## src/rtl/ex_stage_pkg.sv

```systemverilog
// rtl/ex_stage_pkg.sv - shared MIPS opcode, funct and ALU control code definitions
package ex_stage_pkg;

    // Primary opcodes used by the decoder
    localparam logic [5:0] OP_RTYPE = 6'h00;
    localparam logic [5:0] OP_BEQ   = 6'h04;
    localparam logic [5:0] OP_BNE   = 6'h05;
    localparam logic [5:0] OP_ADDI  = 6'h08;
    localparam logic [5:0] OP_ADDIU = 6'h09;
    localparam logic [5:0] OP_SLTI  = 6'h0A;
    localparam logic [5:0] OP_SLTIU = 6'h0B;
    localparam logic [5:0] OP_ANDI  = 6'h0C;
    localparam logic [5:0] OP_ORI   = 6'h0D;
    localparam logic [5:0] OP_XORI  = 6'h0E;
    localparam logic [5:0] OP_LW    = 6'h23;
    localparam logic [5:0] OP_SW    = 6'h2B;

    // R-type funct field values
    localparam logic [5:0] FN_SLL  = 6'h00;
    localparam logic [5:0] FN_SRL  = 6'h02;
    localparam logic [5:0] FN_SRA  = 6'h03;
    localparam logic [5:0] FN_ADD  = 6'h20;
    localparam logic [5:0] FN_ADDU = 6'h21;
    localparam logic [5:0] FN_SUB  = 6'h22;
    localparam logic [5:0] FN_AND  = 6'h24;
    localparam logic [5:0] FN_OR   = 6'h25;
    localparam logic [5:0] FN_XOR  = 6'h26;
    localparam logic [5:0] FN_SLT  = 6'h2A;
    localparam logic [5:0] FN_SLTU = 6'h2B;

    // ALU control codes produced by the decoder and consumed by the execute stage
    localparam logic [4:0] ALU_ADD  = 5'd0;
    localparam logic [4:0] ALU_SUB  = 5'd1;
    localparam logic [4:0] ALU_AND  = 5'd2;
    localparam logic [4:0] ALU_OR   = 5'd3;
    localparam logic [4:0] ALU_XOR  = 5'd4;
    localparam logic [4:0] ALU_SLT  = 5'd5;
    localparam logic [4:0] ALU_SLTU = 5'd6;
    localparam logic [4:0] ALU_SLL  = 5'd7;
    localparam logic [4:0] ALU_SRL  = 5'd8;
    localparam logic [4:0] ALU_SRA  = 5'd9;
    localparam logic [4:0] ALU_EQ   = 5'd10;
    localparam logic [4:0] ALU_NEQ  = 5'd11;
    localparam logic [4:0] ALU_GE   = 5'd12;
    localparam logic [4:0] ALU_GEU  = 5'd13;
    localparam logic [4:0] ALU_ADDU = 5'd14;
    localparam logic [4:0] ALU_BEQ  = 5'd15;
    localparam logic [4:0] ALU_BNE  = 5'd16;

    // True for the two codes that resolve a conditional branch
    function automatic logic is_branch_code(input logic [4:0] code);
        return (code == ALU_BEQ) || (code == ALU_BNE);
    endfunction

endpackage

```

## src/rtl/ex_stage_alu.sv

```systemverilog
// rtl/ex_stage_alu.sv - combinational ALU with branch condition and signed overflow
module alu
    import ex_stage_pkg::*;
#(
    parameter int WIDTH = 32
) (
    input  logic [4:0]       i_ctrl,
    input  logic [WIDTH-1:0] i_a,
    input  logic [WIDTH-1:0] i_b,
    input  logic [4:0]       i_shamt,
    output logic [WIDTH-1:0] o_result,
    output logic             o_cond,
    output logic             o_ovf
);

    logic [WIDTH-1:0] w_sum;
    logic [WIDTH-1:0] w_diff;
    logic             w_add_ovf;
    logic             w_sub_ovf;
    logic             w_eq;

    assign w_sum  = i_a + i_b;
    assign w_diff = i_a - i_b;
    assign w_eq   = (i_a == i_b);

    // Same-sign operands giving a differently signed sum
    assign w_add_ovf = (i_a[WIDTH-1] == i_b[WIDTH-1]) && (w_sum[WIDTH-1] != i_a[WIDTH-1]);
    // Opposite-sign operands where the difference flips away from A's sign
    assign w_sub_ovf = (i_a[WIDTH-1] != i_b[WIDTH-1]) && (w_diff[WIDTH-1] != i_a[WIDTH-1]);

    // Function select; flags stay 0 for every code that does not define them
    always_comb begin
        o_result = '0;
        o_cond   = 1'b0;
        o_ovf    = 1'b0;
        case (i_ctrl)
            ALU_ADD: begin
                o_result = w_sum;
                o_ovf    = w_add_ovf;
            end
            ALU_SUB: begin
                o_result = w_diff;
                o_ovf    = w_sub_ovf;
            end
            ALU_ADDU: o_result = w_sum;
            ALU_AND:  o_result = i_a & i_b;
            ALU_OR:   o_result = i_a | i_b;
            ALU_XOR:  o_result = i_a ^ i_b;
            ALU_SLT:  o_result = {{(WIDTH-1){1'b0}}, ($signed(i_a) < $signed(i_b))};
            ALU_SLTU: o_result = {{(WIDTH-1){1'b0}}, (i_a < i_b)};
            ALU_SLL:  o_result = i_b << i_shamt;
            ALU_SRL:  o_result = i_b >> i_shamt;
            ALU_SRA:  o_result = $unsigned($signed(i_b) >>> i_shamt);
            ALU_EQ:   o_result = {{(WIDTH-1){1'b0}}, w_eq};
            ALU_NEQ:  o_result = {{(WIDTH-1){1'b0}}, ~w_eq};
            ALU_GE:   o_result = {{(WIDTH-1){1'b0}}, ($signed(i_a) >= $signed(i_b))};
            ALU_GEU:  o_result = {{(WIDTH-1){1'b0}}, (i_a >= i_b)};
            ALU_BEQ: begin
                o_cond   = w_eq;
                o_result = {{(WIDTH-1){1'b0}}, w_eq};
            end
            ALU_BNE: begin
                o_cond   = ~w_eq;
                o_result = {{(WIDTH-1){1'b0}}, ~w_eq};
            end
            default: o_result = '0;
        endcase
    end

endmodule

```

## src/rtl/ex_stage.sv

```systemverilog
// rtl/ex_stage.sv - MIPS execute stage with ALU, branch resolution and EX/MEM register
module ex_stage
    import ex_stage_pkg::*;
#(
    parameter int WIDTH = 32
) (
    input  logic             ex_i_clk,
    input  logic             ex_i_rst_n,
    input  logic             ex_i_valid,
    input  logic             ex_i_stall,
    input  logic             ex_i_flush,
    input  logic [4:0]       ex_i_alu_ctrl,
    input  logic [WIDTH-1:0] ex_i_op_a,
    input  logic [WIDTH-1:0] ex_i_op_b,
    input  logic [4:0]       ex_i_shamt,
    input  logic [WIDTH-1:0] ex_i_pc_plus4,
    input  logic [WIDTH-1:0] ex_i_imm,
    input  logic [WIDTH-1:0] ex_i_store_data,
    input  logic [4:0]       ex_i_rd_addr,
    input  logic             ex_i_reg_write,
    input  logic             ex_i_mem_read,
    input  logic             ex_i_mem_write,
    output logic             ex_o_valid,
    output logic [WIDTH-1:0] ex_o_result,
    output logic [WIDTH-1:0] ex_o_store_data,
    output logic [4:0]       ex_o_rd_addr,
    output logic             ex_o_reg_write,
    output logic             ex_o_mem_read,
    output logic             ex_o_mem_write,
    output logic             ex_o_branch_taken,
    output logic [WIDTH-1:0] ex_o_branch_target,
    output logic             ex_o_ovf
);

    logic [WIDTH-1:0] w_alu_result;
    logic             w_alu_cond;
    logic             w_alu_ovf;
    logic [WIDTH-1:0] w_target;
    logic             w_taken;
    logic             w_ovf;
    logic             w_reg_write;

    logic             r_valid;
    logic [WIDTH-1:0] r_result;
    logic [WIDTH-1:0] r_store_data;
    logic [4:0]       r_rd_addr;
    logic             r_reg_write;
    logic             r_mem_read;
    logic             r_mem_write;
    logic             r_taken;
    logic [WIDTH-1:0] r_target;
    logic             r_ovf;

    alu #(.WIDTH(WIDTH)) u_alu (
        .i_ctrl   (ex_i_alu_ctrl),
        .i_a      (ex_i_op_a),
        .i_b      (ex_i_op_b),
        .i_shamt  (ex_i_shamt),
        .o_result (w_alu_result),
        .o_cond   (w_alu_cond),
        .o_ovf    (w_alu_ovf)
    );

    // Branch target wraps modulo 2^WIDTH; the immediate is already sign-extended
    assign w_target = ex_i_pc_plus4 + (ex_i_imm << 2);

    // Only a valid BEQ/BNE can redirect fetch
    assign w_taken = ex_i_valid & is_branch_code(ex_i_alu_ctrl) & w_alu_cond;

    // Overflow traps only pure register-writing arithmetic, never loads or stores
    assign w_ovf = ex_i_valid & w_alu_ovf & ex_i_reg_write & ~ex_i_mem_read & ~ex_i_mem_write;

    // An overflowing instruction must not commit its result to the register file
    assign w_reg_write = ex_i_valid & ex_i_reg_write & ~w_ovf;

    // EX/MEM register: reset, then flush (bubble), then stall (hold), then load
    always_ff @(posedge ex_i_clk or negedge ex_i_rst_n) begin
        if (!ex_i_rst_n) begin
            r_valid      <= 1'b0;
            r_result     <= '0;
            r_store_data <= '0;
            r_rd_addr    <= '0;
            r_reg_write  <= 1'b0;
            r_mem_read   <= 1'b0;
            r_mem_write  <= 1'b0;
            r_taken      <= 1'b0;
            r_target     <= '0;
            r_ovf        <= 1'b0;
        end else if (ex_i_flush) begin
            r_valid      <= 1'b0;
            r_result     <= '0;
            r_store_data <= '0;
            r_rd_addr    <= '0;
            r_reg_write  <= 1'b0;
            r_mem_read   <= 1'b0;
            r_mem_write  <= 1'b0;
            r_taken      <= 1'b0;
            r_target     <= '0;
            r_ovf        <= 1'b0;
        end else if (!ex_i_stall) begin
            r_valid      <= ex_i_valid;
            r_result     <= w_alu_result;
            r_store_data <= ex_i_store_data;
            r_rd_addr    <= ex_i_rd_addr;
            r_reg_write  <= w_reg_write;
            r_mem_read   <= ex_i_valid & ex_i_mem_read;
            r_mem_write  <= ex_i_valid & ex_i_mem_write;
            r_taken      <= w_taken;
            r_target     <= w_target;
            r_ovf        <= w_ovf;
        end
    end

    assign ex_o_valid         = r_valid;
    assign ex_o_result        = r_result;
    assign ex_o_store_data    = r_store_data;
    assign ex_o_rd_addr       = r_rd_addr;
    assign ex_o_reg_write     = r_reg_write;
    assign ex_o_mem_read      = r_mem_read;
    assign ex_o_mem_write     = r_mem_write;
    assign ex_o_branch_taken  = r_taken;
    assign ex_o_branch_target = r_target;
    assign ex_o_ovf           = r_ovf;

endmodule
```

## config.mk

```make
export PLATFORM = sky130hd
export DESIGN_NAME = ex_stage
export DESIGN_NICKNAME = d
export VERILOG_FILES = /design/src/rtl/ex_stage_pkg.sv /design/src/rtl/ex_stage_alu.sv /design/src/rtl/ex_stage.sv
export SDC_FILE = /design/constraint.sdc
export NUM_CORES = 1
export LEC_CHECK = 0
export CAP_MARGIN = 25
export CORE_AREA = 2 2 167 169
export CTS_CLUSTER_DIAMETER = 30
export DETAILED_ROUTE_END_ITERATION = 8
export DIE_AREA = 0 0 169 171
export PLACE_DENSITY = 0.82
export SLEW_MARGIN = 20
export SYNTH_ARGS = -nofsm -noshare
export SYNTH_HDL_FRONTEND = slang
export SYNTH_SLANG_ARGS = --single-unit
```

## constraint.sdc

```tcl
create_clock -name ex_i_clk -period 2.15 [get_ports ex_i_clk]
set_input_delay 0.43 -clock ex_i_clk [delete_from_list [all_inputs] [get_ports ex_i_clk]]
set_output_delay 0.43 -clock ex_i_clk [all_outputs]
set_load 0.05 [all_outputs]
```

==> results.sh, run 1 <==
export IMPL_synth_edf_count=0
export IMPL_ys_ff_latch=107
export IMPL_clkSinkCount=107
export IMPL_grt_pass1_vias=26100
export IMPL_synthTopCellsByCount="nor2_1 (242), a21oi_1 (139), nand2_1 (128)"
export IMPL_syn_avg_cell_area_um2=7.968
export IMPL_h_tree_depth=3
export IMPL_yosysSeqAreaShare=0.1855
export IMPL_die_w_um=169
export IMPL_overflow=96
export IMPL_synth_fp_nets=2123
export IMPL_place_congestion=1.115
export IMPL_synthArstFlopShare=1.000
export IMPL_synth_warnings=0
export IMPL_grt_first_pass_wirelength_um=170400
export IMPL_synth_top_area_frac=0.1855
export IMPL_flow_stopped_at="global routing"
export IMPL_ys_top_cells_by_area="dfrtp_1 (19%), ha_1 (11%), mux4_2 (9.7%)"
export IMPL_ios=290
export IMPL_tool_error="[ERROR GRT-0116] Global routing finished with congestion. Check the congestion regions in the DRC Viewer."
export IMPL_cts_max_path_buffers=2
export IMPL_yosys_most_used_dff="dfrtp_1"
export IMPL_grt_max_degree=65
export IMPL_io_buffers=287
export IMPL_netlist_area_um2=14440
export IMPL_synth_area_leader_cell="dfrtp_1"
export IMPL_std_cell_rows=61
export IMPL_holdBufCountCts=0
export IMPL_hpwlAfterDp_um=57820
export IMPL_ctsRootBufferMaster="clkbuf_16"
export IMPL_initial_core_util=0.5284
export IMPL_ys_types=91
export IMPL_grt_total_usage=0.7759
export IMPL_die_height_um=171
export IMPL_preCtsSetupSlack_ns=-1.698
export IMPL_status="stopped before the end"
export IMPL_netlist_instances=1812
export IMPL_yosysMostFrequentCell="nor2_1"
export IMPL_numCtsBuffers=9
-- layer usage --
layer / GRT overflow / GRT usage
met5: 0 / 0.1983
met4: 41 / 0.8131
met3: 1 / 0.6241
met2: 54 / 0.9629
met1: 0 / 0.7523
-- repair_timing --
action | CTS
gates resized for setup | 678
pin swaps | 216
buffers inserted | 114
cloned | 1
setup endpoints to repair | 58
-- kinds of logic after synthesis --
| group | after synthesis | synth area share |
|---|---|---|
| multiplexers | 156 | 0.1667 |
| buffers and inverters | 241 | 0.06708 |
| adder cells (fa/ha/maj) | 128 | 0.1125 |
| AND/OR/NAND/NOR | 576 | 0.1813 |
| XOR/XNOR | 29 | 0.01759 |
| flip-flops | 107 | 0.1855 |
| AO/OA/AOI/OAI | 575 | 0.2694 |
-- per-stage QoR --
stage                     setup TNS (ns)  utilization  instance area, um^2  cells  hold slack [ns]
after floorplan                   -17.99            -                15120   1812           0.1344
after global placement            -65.74       0.8257                22560   2937           0.3863
after detailed placement          -70.58       0.8257                22560   2937           0.3910
after CTS                         -21.70       0.9331                25500   3059         0.008313
==> run 2: changes to the inputs <==
Settings changed: CORE_AREA 2 2 167 169 to 2 2 193 195, CTS_CLUSTER_DIAMETER 30 to unset, DIE_AREA 0 0 169 171 to 0 0 195 197, PLACE_DENSITY 0.82 to unset, PLACE_DENSITY_LB_ADDON set to 0.15.
==> run 2 against run 1 <==
The flow now finishes, with violations (setup timing); area after synthesis unchanged; synthesized cell count unchanged.
==> results.sh, run 2 <==
export IMPL_status="finished with violations"
export IMPL_violations="setup timing"
export IMPL_top_layer="met4"
export IMPL_hold_path_end="ex_o_branch_target[2]$_DFFE_PN0P_"
export IMPL_cts_tree="yes"
export IMPL_end_kind="register"
export IMPL_fillCellCount=2665
export IMPL_antenna_found_initial=3
export IMPL_antenna_left=0
export IMPL_synth_area_leader_cell="dfrtp_1"
export IMPL_hold_start="ex_i_imm[0]"
export IMPL_die_height_um=197
export IMPL_seq_area_um2=2678
export IMPL_clkSinkCount=107
export IMPL_finalNetCount=3067
export IMPL_drive_gt1_frac=0.4984
export IMPL_initial_core_util=0.3982
export IMPL_netlist_area_um2=14440
export IMPL_synthArstFlopShare=1.000
export IMPL_cp_arrival_ns=3.17
export IMPL_met1Wirelength_um=30610
export IMPL_hpwlAfterDp_um=60260
export IMPL_first_iter_violations=1850
export IMPL_std_cell_rows=70
export IMPL_drt_wl_total_um=79930
export IMPL_tightest_slew_ns=0.9025
export IMPL_hold_path_class="in -> reg"
export IMPL_ios=290
export IMPL_via_count=19740
export IMPL_critical_path_class="in -> reg"
export IMPL_grt_total_usage=0.3957
export IMPL_synth_fp_nets=2123
export IMPL_setup_viol=50
export IMPL_slew_violations=0
export IMPL_hold_ws_ns=0.4216
export IMPL_grt_first_pass_wirelength_um=116200
export IMPL_die_w_um=195
export IMPL_yosysMostFrequentCell="nor2_1"
export IMPL_postLayoutSetupSlackWorst_ns=-0.7132
export IMPL_fin_crit_sh=1.332
export IMPL_grt_pass1_vias=19240
export IMPL_place_congestion=1.034
export IMPL_netlist_instances=1812
export IMPL_r2r_start="ex_o_result[24]$_DFFE_PN0P_"
export IMPL_fin_crit_ns=2.863
export IMPL_io_buffers=287
export IMPL_cts_max_path_buffers=2
export IMPL_route_detailed_drc=0
export IMPL_power_leakage_nw=11.99
export IMPL_reg2regPathDepth=11
export IMPL_yosysSeqAreaShare=0.1855
export IMPL_fmax_mhz=349.3
export IMPL_grt_max_degree=59
export IMPL_synth_warnings=0
export IMPL_syn2layout_area_growth_pct=86.87
export IMPL_hold_path_depth=4
export IMPL_rsz0062_at_grt="yes"
export IMPL_cp_data_required_time_ns=2.46
export IMPL_viasPerCell=6.103
export IMPL_most_common_layout_cells="buf_4 (641), nor2_1 (218), clkdlybuf4s50_1 (171), buf_6 (120), nand2_1 (115)"
export IMPL_ys_top_cells_by_area="dfrtp_1 (19%), ha_1 (11%), mux4_2 (9.7%)"
export IMPL_max_cap_viol_count=0
export IMPL_ys_types=91
export IMPL_numCtsBuffers=9
export IMPL_path_clk_slew_ns=0.10
export IMPL_final_common_cell="buf_4"
export IMPL_cp_max_fo=4
export IMPL_dr_pass1_iters=6
export IMPL_clk_latency_ns=0.37
export IMPL_core_area_um2=36260
export IMPL_cp_start_kind="input port"
export IMPL_fin_util=0.7441
export IMPL_vdd_drop_max_mv=0.4541
export IMPL_synth_top_area_frac=0.1855
export IMPL_rr_endpoint="ex_o_result[24]$_DFFE_PN0P_"
export IMPL_hold_viol_final=0
export IMPL_slew_headroom=0.3983
export IMPL_multi_input_area_um2=13540
export IMPL_h_tree_depth=3
export IMPL_synth_edf_count=0
export IMPL_wl_met3_um=6909
export IMPL_ctsRootBufferMaster="clkbuf_16"
export IMPL_preCtsSetupSlack_ns=-1.678
export IMPL_synthTopCellsByCount="nor2_1 (242), a21oi_1 (139), nand2_1 (128)"
export IMPL_rrSetupSlack_ns=0.03
export IMPL_power_density_nw_per_um2=406.3
export IMPL_finClkSkew_ns=0
export IMPL_wl_met2_um=36320
export IMPL_overflow=0
export IMPL_syn_avg_cell_area_um2=7.968
export IMPL_ys_ff_latch=107
export IMPL_die_area_um2=38420
export IMPL_wire_per_inst_um=24.72
export IMPL_yosys_most_used_dff="dfrtp_1"
==> run 2: worst max-delay path, stage by stage <==
cell and delay, ns:
buf_12 0.12, buf_4 0.13, buf_6 0.10, buf_6 0.10
buf_6 0.10, fa_2 0.35, a21oi_2 0.14, nand4b_1 0.23
and3_4 0.24, or2_4 0.12, buf_4 0.10, o211ai_1 0.12
nand2_1 0.17, o211ai_1 0.16, or3_1 0.33, a32oi_1 0.22
==> run 2: cell families after synthesis <==
logic type,Yosys count,synth area share
xor gates and xnor gates,29,0.01759
muxes,156,0.1667
DFF,107,0.1855
and+or+nand+nor,576,0.1813
buffers and inverters,241,0.06708
AOI/OAI and AO/OA,575,0.2694
adders and majority gates,128,0.1125
==> run 2: how the worst max path moves through the flow <==
stage,startpoint,endpoint,slack (ns),depth (start not counted)
after floorplan,ex_i_op_a[1],ex_o_result[23]$_DFFE_PN0P_,-0.78,11
after global placement,ex_i_op_a[1],ex_o_result[27]$_DFFE_PN0P_,-1.65,13
after detailed placement,ex_i_op_a[1],ex_o_result[27]$_DFFE_PN0P_,-1.68,13
after CTS,ex_i_op_a[1],ex_o_result[23]$_DFFE_PN0P_,-0.75,13
after global routing,ex_i_op_a[1],ex_o_result[25]$_DFFE_PN0P_,-0.83,12
final,ex_i_op_a[1],ex_o_result[24]$_DFFE_PN0P_,-0.71,16
==> run 2: power by group <==
part / switching [mW] / total (mW) / internal (mW) / leakage, nW
Clock: 0.975 / 1.82 / 0.840 / 0.152
Sequential: 0.0804 / 2.22 / 2.13 / 1.44
Combinational: 3.62 / 6.93 / 3.31 / 10.4
Total: 4.68 / 11.0 / 6.28 / 12.0
==> run 2: timing repair <==
| action | in CTS | in global routing |
|---|---|---|
| pin swaps | 245 | 181 |
| hold buffers | 1 | 0 |
| setup buffers | 106 | 57 |
| cloned | 2 | 0 |
| endpoints found under the hold margin | 22 | 0 |
| resized for setup | 771 | 209 |
| setup endpoints to repair | 58 | 56 |
==> run 2: area by class of cell <==
cell class	instances	share of cell area
timing repair buffer	1061	0.3461
multi-input combinational	1464	0.5017
sequential	107	0.09924
clock buffer	9	0.008348
antenna	5	0.0004638
tap	468	0.02170
inverter	113	0.01934
clock inverter	7	0.003107
==> run 2: metrics by stage <==
stage	power [mW]	cell area [um^2]	std cells	setup TNS [ns]
2_1_floorplan	5.009	15120	1812	-17.99
3_3_place_gp	7.661	22980	3079	-67.33
3_5_place_dp	7.722	22980	3079	-68.55
4_1_cts	10.36	25880	3187	-19.36
5_1_grt	11.35	26970	3232	-24.80
6_report	10.96	26980	3234	-21.26
==> run 2: metal layers <==
layer,global-route usage,vias up
li1,-,8655
met5,0,-
met1,0.4953,9579
met4,0.2539,0
met2,0.6414,1205
met3,0.05801,297
Note: power is estimated with default switching activity, not from simulation.
==> run 3: changes to the inputs <==
Settings changed: CORE_AREA 2 2 193 195 to 4 4 195 197, DIE_AREA 0 0 195 197 to 0 0 199 201, PLACE_DENSITY set to 0.68, PLACE_DENSITY_LB_ADDON 0.15 to unset.
==> run 3 against run 2 <==
The flow still finishes with violations (setup timing); wire length is 0.38% higher; register-to-register slack improved by 0.05 ns; worst setup slack worse by 0.14 ns; critical path depth fell by 4; critical endpoint is now ex_o_result[27]$_DFFE_PN0P_; critical path type unchanged; sequential power is essentially flat.
==> results.sh, run 3 (same netlist as run 2, synthesis figures left out) <==
export IMPL_status="finished with violations"
export IMPL_violations="setup timing"
export IMPL_fillCellCount=2692
export IMPL_place_congestion=1.039
export IMPL_diodes=0
export IMPL_die_w_um=199
export IMPL_route_detailed_drc=0
export IMPL_grt_first_pass_wirelength_um=116000
export IMPL_power_leakage_nw=11.92
export IMPL_final_setup_tns_ns=-22.19
export IMPL_overflow=0
export IMPL_cp_max_fo=3
export IMPL_wire_per_inst_um=24.88
export IMPL_hold_viol_final=0
export IMPL_cp_start_kind="input port"
export IMPL_setup_viol=49
export IMPL_finalNetCount=3063
export IMPL_critical_path_class="in -> reg"
export IMPL_io_buffers=287
export IMPL_ios=290
export IMPL_crit_start="ex_i_op_b[1]"
export IMPL_std_cell_rows=70
export IMPL_multi_input_area_um2=13270
export IMPL_initial_core_util=0.3982
export IMPL_most_common_layout_cells="buf_4 (651), nor2_1 (215), clkdlybuf4s50_1 (161), nand2_1 (120), buf_6 (117)"
export IMPL_h_tree_depth=3
export IMPL_power_density_nw_per_um2=398.4
export IMPL_slew_headroom=0.4328
export IMPL_max_cap_viol_count=0
export IMPL_vdd_drop_max_mv=0.3740
export IMPL_cts_tree="yes"
export IMPL_final_common_cell="buf_4"
export IMPL_cp_arrival_ns=3.31
export IMPL_finClkSkew_ns=0
export IMPL_core_area_um2=36260
export IMPL_viasPerCell=6.042
export IMPL_hold_path_class="in -> async"
export IMPL_r2r_start="ex_o_result[31]$_DFFE_PN0P_"
export IMPL_clk_latency_ns=0.36
export IMPL_preCtsSetupSlack_ns=-1.858
export IMPL_tightest_slew_ns=0.8507
export IMPL_cp_data_required_time_ns=2.45
export IMPL_numCtsBuffers=9
export IMPL_fin_crit_sh=1.396
export IMPL_first_iter_violations=1821
export IMPL_clkSinkCount=107
export IMPL_seq_area_um2=2678
export IMPL_fin_crit_ns=3.000
export IMPL_antenna_left=0
export IMPL_die_area_um2=40000
export IMPL_grt_max_degree=64
export IMPL_rsz0062_at_grt="yes"
export IMPL_grt_total_usage=0.3728
export IMPL_ctsRootBufferMaster="clkbuf_16"
export IMPL_path_clk_slew_ns=0.08
export IMPL_drt_wl_total_um=80240
export IMPL_cts_max_path_buffers=2
export IMPL_end_kind="register"
export IMPL_postLayoutSetupSlackWorst_ns=-0.8504
export IMPL_slew_violations=0
export IMPL_drive_gt1_frac=0.4820
export IMPL_die_height_um=201
export IMPL_syn2layout_area_growth_pct=84.95
export IMPL_antenna_found_initial=0
export IMPL_holdBufCountCts=0
export IMPL_hpwlAfterDp_um=62070
export IMPL_grt_pass1_vias=19230
export IMPL_dr_pass1_iters=6
export IMPL_power_mw=10.64
export IMPL_fmax_mhz=333.3
export IMPL_via_count=19480
## run 3: cell types whose count changed in the layout (fill, tap and decap cells not counted), moves of 8 or more
cell,before,now
clkdlybuf4s15_1,4,16
clkdlybuf4s50_1,171,161
buf_4,641,651
buf_2,33,22
o21ai_1,39,47
ha_2,12,4
## run 3: layout make-up
class / count / share of cell area
flip-flops and latches: 107 / 0.1003
inverters: 113 / 0.01996
clock inverters: 7 / 0.002483
repair buffers: 1057 / 0.3499
multi-input cells: 1464 / 0.4970
clock buffers: 9 / 0.008434
well taps: 468 / 0.02193
## run 3: worst paths after layout
check / cells past startpoint / slack [ns] / end
hold / removal: 1 / 0.03 / ex_o_branch_target[21]$_DFFE_PN0P_
setup reg to reg: 8 / 0.08 / ex_o_result[31]$_DFFE_PN0P_
max in group asynchronous: 2 / 1.49 / ex_o_store_data[24]$_DFFE_PN0P_
min in group ex_i_clk: 4 / 0.44 / ex_o_branch_target[2]$_DFFE_PN0P_
setup / recovery: 12 / -0.85 / ex_o_result[27]$_DFFE_PN0P_
hold reg to reg: 2 / 0.49 / ex_o_result[4]$_DFFE_PN0P_
## run 3: layer usage
layer / vias up / GRT usage / wire length, um
met3: 318 / 0.06848 / 7155
met4: 0 / 0.2074 / 6094
li1: 8644 / - / -
met1: 9346 / 0.4660 / 30510
met5: - / 0 / 0
met2: 1176 / 0.6045 / 36470
## run 3: where the power goes
part           switching [mW]  total [mW]  leakage [nW]  internal (mW)
combinational            3.52        6.74          10.3           3.22
clock                   0.858        1.67         0.142          0.817
sequential             0.0855        2.22          1.44           2.14
## run 3: per-stage QoR
stage	cell area [um^2]	hold slack, ns	cells	util
final	26700	0.03047	3225	0.7364
after global routing	26700	0.06278	3225	0.7364
after CTS	25820	0.04433	3181	0.7122
after detailed placement	22890	0.4399	3077	0.6313
after global placement	22890	0.4411	3077	0.6313
after floorplan	15120	0.1344	1812	-
## run 3: worst max-delay path, stage by stage
cell	delay [ns]
buf_8	0.10
inv_6	0.04
ha_4	0.25
a21o_1	0.12
nand4_1	0.17
a2111o_1	0.54
a2111oi_4	0.45
o21ai_2	0.16
o31a_1	0.30
or4_4	0.53
nor2_2	0.11
or3_1	0.10
## run 3: timing repair
item,in CTS,in global routing
setup buffers,102,59
endpoints found under the setup margin,58,54
pin swaps,214,169
gates resized for setup,744,143
hold endpoints to repair,0,0
